===== config.mk =====
export PLATFORM = sky130hd
export DESIGN_NAME = fifo_rr_arbiter
export DESIGN_NICKNAME = d
export VERILOG_FILES = /design/src/rtl/fifo_rr_arbiter.sv
export SDC_FILE = /design/constraint.sdc
export NUM_CORES = 1
export LEC_CHECK = 0
export ABC_AREA = 1
export CAP_MARGIN = 0
export CORE_ASPECT_RATIO = 1.25
export CORE_UTILIZATION = 37
export DETAILED_ROUTE_END_ITERATION = 8
export PLACE_DENSITY = 0.8
export SYNTH_ARGS = -nofsm -noshare
export SYNTH_HDL_FRONTEND = slang
export SYNTH_SLANG_ARGS = --single-unit

===== constraint.sdc =====
create_clock -name clk -period 2.5 [get_ports clk]
set_input_delay 0.5 -clock clk [delete_from_list [all_inputs] [get_ports clk]]
set_output_delay 0.5 -clock clk [all_outputs]
set_load 0.02 [all_outputs]

===== src/rtl/fifo_rr_arbiter.sv =====
// rtl/fifo_rr_arbiter.sv - round-robin merge of PORTS FWFT FIFOs into one downstream write port
// Optional burst hold on the current grant is enabled with `define FIFO_ARB_BURST_EN.
module fifo_rr_arbiter #(
    parameter int PORTS     = 4,
    parameter int bits      = 8,
    parameter int BURST_LEN = 4
) (
    input  logic                         clk,
    input  logic                         reset,
    input  logic [PORTS-1:0]             src_not_empty,
    input  logic [PORTS-1:0][bits-1:0]   src_data,
    output logic [PORTS-1:0]             src_shift_out,
    input  logic                         dst_full,
    output logic                         dst_shift_in,
    output logic [bits-1:0]              dst_data,
    output logic [$clog2(PORTS)-1:0]     dst_port,
    output logic [$clog2(PORTS)-1:0]     grant
);

    localparam int PW = $clog2(PORTS);

    logic          out_valid;
    logic          load;
    logic          found;
    logic [PW-1:0] winner;
    logic [PW:0]   cand_sum;
`ifdef FIFO_ARB_BURST_EN
    logic [7:0]    burst_cnt;
    logic          hold;
`endif

    assign dst_shift_in = out_valid && !dst_full;
    assign load         = !out_valid || dst_shift_in;

    // Search grant+1 .. grant+PORTS (grant itself last), wrapping at PORTS so
    // ids >= PORTS never appear for non-power-of-2 port counts.
    always_comb begin
        found    = 1'b0;
        winner   = grant;
        cand_sum = '0;
        for (int i = 1; i <= PORTS; i++) begin
            cand_sum = {1'b0, grant} + (PW+1)'(i);
            if (cand_sum >= (PW+1)'(PORTS))
                cand_sum = cand_sum - (PW+1)'(PORTS);
            if (!found && src_not_empty[cand_sum[PW-1:0]]) begin
                found  = 1'b1;
                winner = cand_sum[PW-1:0];
            end
        end
`ifdef FIFO_ARB_BURST_EN
        hold = (burst_cnt < 8'(BURST_LEN)) && src_not_empty[grant];
        if (hold) begin
            found  = 1'b1;
            winner = grant;
        end
`endif
    end

    always_comb begin
        src_shift_out = '0;
        if (load && found && !reset)
            src_shift_out[winner] = 1'b1;
    end

    always_ff @(posedge clk or posedge reset) begin
        if (reset) begin
            out_valid <= 1'b0;
            dst_data  <= '0;
            dst_port  <= '0;
            grant     <= PW'(PORTS - 1);
`ifdef FIFO_ARB_BURST_EN
            // Saturated so the first arbitration after reset is a normal search.
            burst_cnt <= 8'(BURST_LEN);
`endif
        end else if (load) begin
            if (found) begin
                out_valid <= 1'b1;
                dst_data  <= src_data[winner];
                dst_port  <= winner;
                grant     <= winner;
`ifdef FIFO_ARB_BURST_EN
                burst_cnt <= hold ? burst_cnt + 8'd1 : 8'd1;
`endif
            end else begin
                out_valid <= 1'b0;
            end
        end
    end

endmodule


# Word level (Yosys, flattened, before mapping)
# Cells that the tools add are included.
# totals
elab_cells	63
output_inout_bits	17
input_bits	39
register_bits	13
# classes
magnitude_cmp	10
mux	26
addsub	8
reduce_logical	15
# ops
cell	n
$bmux W8 S2	1
$mux W2	8
$lt A2 B3 Y1 const B	5
$ge A3 B3 Y1 const B	4
$mux W1	10
$bmux W1 S2	4
$mux W8	1
$sub A2 B1 Y2 const B	4
$logic_and A1 B1 Y1	7
$add A2 B2 Y3 const B	2
$logic_not A1 Y1	6
$mux W4	1
$add A2 B1 Y3 const B	1
$add A2 B3 Y3 const B	1
$demux W1 S2	1
$ge A2 B1 Y1 const B	1
$reduce_and A2 Y1	1
$logic_or A1 B1 Y1	1

# Logic depth before layout (Yosys ltp)
# Gate-level depths: netlist of run 1.
# logic_depth
depth_word	20
ltp_mapped	15
ltp_nobuf	13

# Worst setup path after synthesis of run 1
# No wires, ideal clock.
# synth_path
path_type	register -> output
from	reg grant[0]
to	out src_shift_out[0]
n_path_buf	2
path_stages_with_launch	13
required_time_ps	2000
path_slack_ps	-38
arrival_time_ps	2038
cell_sequence	dfstp_2 buf_6 inv_8 nand2_1 nand2_2 nand2_1 nand2_2 nand2_4 nand2_4 nand2_4 nand2_2 buf_6 nor3_1
# synth_via
elab_chain_len	20
elab_cells_between_ends	46
classes_between	add/sub (8); order compare (6); mux (23); reduce/logical (9)
# synth_lines
item	line	text
start: declaration	17	output logic [$clog2(PORTS)-1:0] grant
start signal: assignment	70	grant <= PW'(PORTS - 1);
start signal: assignment	80	grant <= winner;
$add A2 B1 Y3	42	cand_sum = {1'b0, grant} + (PW+1)'(i);
$ge A3 B3 Y1 or $sub A2 B1 Y2 (tied branches)	43, 44	
$mux W2	43	if (cand_sum >= (PW+1)'(PORTS))
$bmux W1 S2	45	if (!found && src_not_empty[cand_sum[PW-1:0]]) begin
$mux W1 (implied by the code)	45	
$mux W1	45	
$logic_not A1 Y1	45	
$logic_and A1 B1 Y1	45	
[4 not listed]	-	
$logic_not A1 Y1	45	
$logic_and A1 B1 Y1	45	
$mux W2	45	
$lt A2 B3 Y1 (implied by the code) or $ge A2 B1 Y1 (tied branches)	62	src_shift_out[winner] = 1'b1;
$logic_and A1 B1 Y1 (implied by the code)	62	
$mux W1 (implied by the code)	62	
$demux W1 S2	62	
$mux W4 *	61	if (load && found && !reset)
end: declaration	12	output logic [PORTS-1:0] src_shift_out,
# Every way passes the cells marked *; elsewhere a longest branch is shown, timed or not. The select of a mux whose other input is x is not followed.

# Final worst setup path of run 1
# layout_path
from	reg grant[1]
to	out src_shift_out[0]
# The elaborated chain is that of the path after synthesis.

==> impl_metrics.tcl, run 1 <==
set metrics [dict create \
    grt_antenna_before_repair 0 \
    cts_sinks 13 \
    hold_buffers 0 \
    crit_type "flip-flop to output port" \
    num_antenna_cells 0 \
    ys_ff_latch 13 \
    grt_pass1_vias 1285 \
    max_freq_mhz 398 \
    relSlewSlack_pct 84.2 \
    worst_skew_pair.late_latency_ps 270 \
    r2r_cells 14 \
    arrival_ps 2010 \
    finalCriticalPeriod_ps 2510 \
    vias 1471 \
    cellPowerDensity_nw_per_um2 1580 \
    setup_viol 1 \
    wl_um 3320 \
    hold_slack_ps 489 \
    cts_tree "done" \
    die_y_um 65.4 \
    netlist_area_sq_um 1190 \
    clock_skew_ps 0.731 \
    fillers 277 \
    grt_max_degree 14 \
    core_area_sq_um 3000 \
    cp.required_ps 2000 \
    remaining_drc_errors 0 \
    dp_cells 293 \
    fin_util_pct 67.3 \
    first_iter_violations 24 \
    grt_overflow 0 \
    drive_above_1_share_pct 28.0 \
    cap_violations 0 \
    yosysSeqAreaShare_pct 27.6 \
    area_growth_pct 70.0 \
    hold_path_class "flip-flop to flip-flop" \
    routedWlPerCell_um 11.1 \
    yosysWarningCount 0 \
    port_buffers 55 \
    grt_setup_unrepaired "true" \
    post-route-period-util_pct 101 \
    netlist_instances 189 \
    gp_congestion 0.798 \
    dp_worst_setup_slack_ps -524 \
    postSynthAreaPerCell_sq_um 6.29 \
    clock_path_buffers 2 \
    syn_nets 228 \
    cts_made_buffers 3 \
    p_leak_uw 0.00105 \
    dp_hpwl_um 2610 \
    start_util_pct 39.6 \
    whs_path_depth 2 \
    peakVddDrop_mv 0.950 \
    first_pass_iters 4 \
    tightestPinTransition_ps 236 \
    cp_max_fo 5 \
    power_frac_comb_pct 83.0 \
    nets 304 \
    grt_use_total_pct 20.5 \
    num_io_pins 56 \
    grt_pass1_wl_um 5240 \
    fin_ws_ps -13.6 \
    ant_nets 0 \
    cts.clk_slew.worst_paths_ps 70 \
    violations "negative setup slack" \
    placed_area_sq_um 1880 \
    cts-root-buf "clkbuf_4" \
    die-area_sq_um 3440 \
    intPower_uw 1520 \
    status "finished, violations left" \
    crit_path_start_kind "flip-flop" \
    rows 22 \
    endpoint_kind "output port" \
    layout.cells.non_filler 300 \
    p_sw_share_pct 52.5 \
    die_x_um 52.7 \
    htree_num_levels 1 \
    finalInstanceArea_sq_um 2020 \
    clockPowerShare_pct 3.9 \
    p_seq_share_pct 13.1 \
    synth_cell_type_count 21 \
    final-hold-violation-count 0 \
    p_switching_uw 1680 \
    via_per_inst 4.90 \
    report.final.slew_viol_count 0 \
]
-- registers in the layout, indices dropped and copies added (netlist names) --
| signal | count |
|---|---|
| grant | 2 |
| dst_port | 2 |
| out_valid | 1 |
| dst_data | 8 |
-- synthesized netlist by cell type (all sizes together) --
master / number / area (sq um)
inv: 23 / 96.4
clkbuf: 1 / 3.75
buf: 4 / 35.0
dfrtp: 11 / 275
o21ai: 3 / 15.0
nand3: 41 / 228
nor2: 3 / 11.3
a21oi: 2 / 10.0
nand2: 95 / 442
nor3: 4 / 20.0
dfstp: 2 / 52.6
-- final cells by class --
type	count	area, sq um	area share, %
clock buffers	4	26.3	1.30
multi-input cells	148	810	40.1
inverters	23	101	5.02
repair buffers	76	711	35.2
flip-flops and latches	13	328	16.2
well taps	36	45.0	2.23
-- cells in the final DEF, fill, tap and decap left out, types with 2 or more instances in the layout --
cell type / count
clkdlybuf4s50_1: 48
nand2_4: 12
nand3_1: 36
nor2_1: 3
dfstp_2: 2
nand3_2: 4
dlygate4sd2_1: 3
dfrtp_1: 11
clkbuf_4: 3
nand2_1: 65
inv_1: 19
nor3_2: 4
o21ai_0: 2
a21oi_1: 2
nand2_2: 18
buf_4: 23
-- kinds of logic (layout without fill, tap and decap cells) --
kind of cell | after synthesis | in the layout | synth area share (%)
compound gates | 5 | 5 | 2.10
buf+inv | 28 | 103 | 11.4
flops | 13 | 13 | 27.6
simple gates | 143 | 143 | 58.9
-- worst paths after layout --
kind                                  start               end  slack [ps]
worst max-delay path               grant[1]  src_shift_out[0]         -10
worst min-delay path            dst_data[1]       dst_data[1]         490
worst max register to register     grant[1]       dst_data[7]         580
worst min register to register  dst_data[1]       dst_data[1]         490
max in group asynchronous             reset          grant[0]        1700
min in group asynchronous             reset         out_valid         570
-- critical path, stage by stage (launching register included) --
cell     delay, ps
dfstp_2        630
inv_4           80
nand2_1         80
nand2_2         70
nand2_2         90
nand2_4         70
o21ai_2        130
nand2_1         70
nand2_1         70
nand2_2         80
nor3_2         200
buf_4          170
-- power by group through the flow --
stage / clock (uW) / sequential [uW] / combinational (uW)
finish: 123 / 420 / 2660
global route: 143 / 430 / 2890
global placement: 0 / 433 / 2380
detailed placement: 0 / 435 / 2410
CTS: 128 / 409 / 2530
floorplan: 0 / 523 / 1490
-- stage by stage --
stage               total power (uW)  setup TNS [ps]
finish                          3200           -13.6
global route                    3470            -412
CTS                             3070           -82.3
detailed placement              2840           -1960
global placement                2810           -1940
floorplan                       2020           -75.7
-- repair_timing --
action,4_1_cts,5_1_grt
endpoints found under the setup margin,4,4
pin swaps,5,13
buffers inserted,2,1
gates cloned,0,0
gates resized for setup,32,18
-- routing by layer --
metal,GRT usage (%),share of wire (%),wire length (um)
met5,0,0,0
met4,5.26,1.3,44
met3,4.86,3.9,129
met2,38.4,54,1810
met1,22.1,40,1340
No activity file was read; power rests on OpenSTA's default activity.
==> run 2, diff against run 1 <==
==> constraint.sdc (replaced) <==
create_clock -name clk -period 2.5 [get_ports clk]
set_input_delay 0.5 -clock clk [delete_from_list [all_inputs] [get_ports clk]]
set_output_delay 0.5 -clock clk [all_outputs]
set_load 0.1 [all_outputs]
==> impl_metrics.tcl, run 2 (synthesis results as in run 1) <==
set metrics [dict create \
    reg_top3 "dst_data x8, dst_port x2, grant x2" \
    die_y_um 65.4 \
    cp_top_family "simple AND/OR/NAND/NOR gates" \
    layout.cells.most_common_list "nand2_1, nand3_1, clkdlybuf4s50_1, buf_4, nand2_4" \
    routedWlPerCell_um 11.8 \
    nets 308 \
    vias 1461 \
    cp_num_buf_inv 3 \
    slowest_stage "dfstp_4" \
    cts.clk_slew.worst_paths_ps 70 \
    die_x_um 52.7 \
    core_area_sq_um 3000 \
    post-route-period-util_pct 108 \
    crit_chain "buf_12, nand2_1, nand3_2, nand2_4, buf_4, nand2_4, nand2_4, nand2_4, nand2_4, nor3_4, buf_12" \
    ant_nets 0 \
    cp.required_ps 2000 \
    rrSetupSlack_ps 420 \
    max_freq_mhz 372 \
    grt_overflow 0 \
    worst_skew_pair.late_latency_ps 270 \
    r2r_cells 13 \
    area_growth_pct 85.3 \
    mostFrequentLayoutCell "nand2_1" \
    reg2reg_from "grant[0]" \
    start_util_pct 39.6 \
    status "finished, violations left" \
    arrival_ps 2190 \
    crit_path_start_kind "flip-flop" \
    grt_use_total_pct 22.8 \
    wl_um 3600 \
    via_per_inst 4.81 \
    rows 22 \
    drive_above_1_share_pct 35.4 \
    grt_setup_unrepaired "true" \
    hold_path_class "flip-flop to flip-flop" \
    num_io_pins 56 \
    clock_path_buffers 2 \
    gp_congestion 0.843 \
    min_to "dst_port[0]" \
    first_iter_violations 20 \
    fin_ws_ps -192 \
    crit_type "flip-flop to output port" \
    largest-register "dst_data" \
    fin_util_pct 73.4 \
    hold_buffers 0 \
    violations "negative setup slack" \
    htree_num_levels 1 \
    cap_violations 0 \
    grt_pass1_vias 1421 \
    grt_pass1_wl_um 5950 \
    timing.setup.tns_ps -688 \
    cp_slowest_stage_delay_ps 660 \
    cts_made_buffers 3 \
    die-area_sq_um 3440 \
    cts_sinks 13 \
    endpoint_kind "output port" \
    grt_antenna_before_repair 0 \
    largest_reg_flops 8 \
    cts_tree "done" \
    setup_viol 4 \
    report.final.slew_viol_count 0 \
    port_buffers 55 \
    whs_path_depth 2 \
    relSlewSlack_pct 81.5 \
    hp-start "dst_port[0]" \
    remaining_drc_errors 0 \
    num_antenna_cells 0 \
    timing.rr.end "dst_data[1]" \
    clock_skew_ps 1.97 \
    cpMostUsedCell "nand2_4" \
    cts-root-buf "clkbuf_4" \
    hold_slack_ps 482 \
    dp_hpwl_um 2710 \
    grt_max_degree 14 \
    finalCriticalPeriod_ps 2690 \
    tightestPinTransition_ps 280 \
    final-hold-violation-count 0 \
    first_pass_iters 4 \
    cp_max_fo 5 \
]
run 2: repair_timing:
action | 4_1_cts | 5_1_grt
setup endpoints to repair | 4 | 4
gates resized for setup | 27 | 1
setup buffers | 9 | 0
pin swaps | 9 | 4
run 2: tightest hold or removal path, stage by stage, from the launching register on:
cell and delay, ps:
dfrtp_1 340, nand2_1 50, nand2_1 50
run 2: how the worst max path moves through the flow:
stage | from | endpoint | cells past startpoint
2_1_floorplan | grant[0] | src_shift_out[0] | 12
3_3_place_gp | src_not_empty[2] | src_shift_out[0] | 12
3_5_place_dp | src_not_empty[3] | src_shift_out[1] | 11
4_1_cts | grant[0] | src_shift_out[2] | 10
5_1_grt | grant[0] | src_shift_out[2] | 10
6_report | grant[0] | src_shift_out[2] | 11
run 2: routing by layer:
metal  GRT usage [%]  routed length [um]  up-vias
met5               0                   0        -
met2            45.9                2010       46
li1                -                   -      753
met3            3.47                 141        2
met4            3.29                  21        0
met1            24.3                1430      660
run 2: cell type report:
class | instances | area, sq um
Timing Repair Buffer | 80 | 800
Tap cell | 36 | 45.0
Inverter | 23 | 101
Clock buffer | 4 | 26.3
Multi-Input combinational cell | 148 | 895
Sequential cell | 13 | 335
Fill cell | 248 | 798
run 2: through the flow:
stage / worst slack [ps] / instance area, sq um / std cells
after floorplan: -525 / 1270 / 189
after global placement: -192 / 1970 / 291
after detailed placement: -220 / 1970 / 291
after CTS: -194 / 2200 / 304
after global routing: -273 / 2200 / 304
final: -192 / 2200 / 304
Power of run 2 is left out: the tool's default activity adds up to more than one toggle a clock period on the data nets, which glitch-free logic cannot reach.
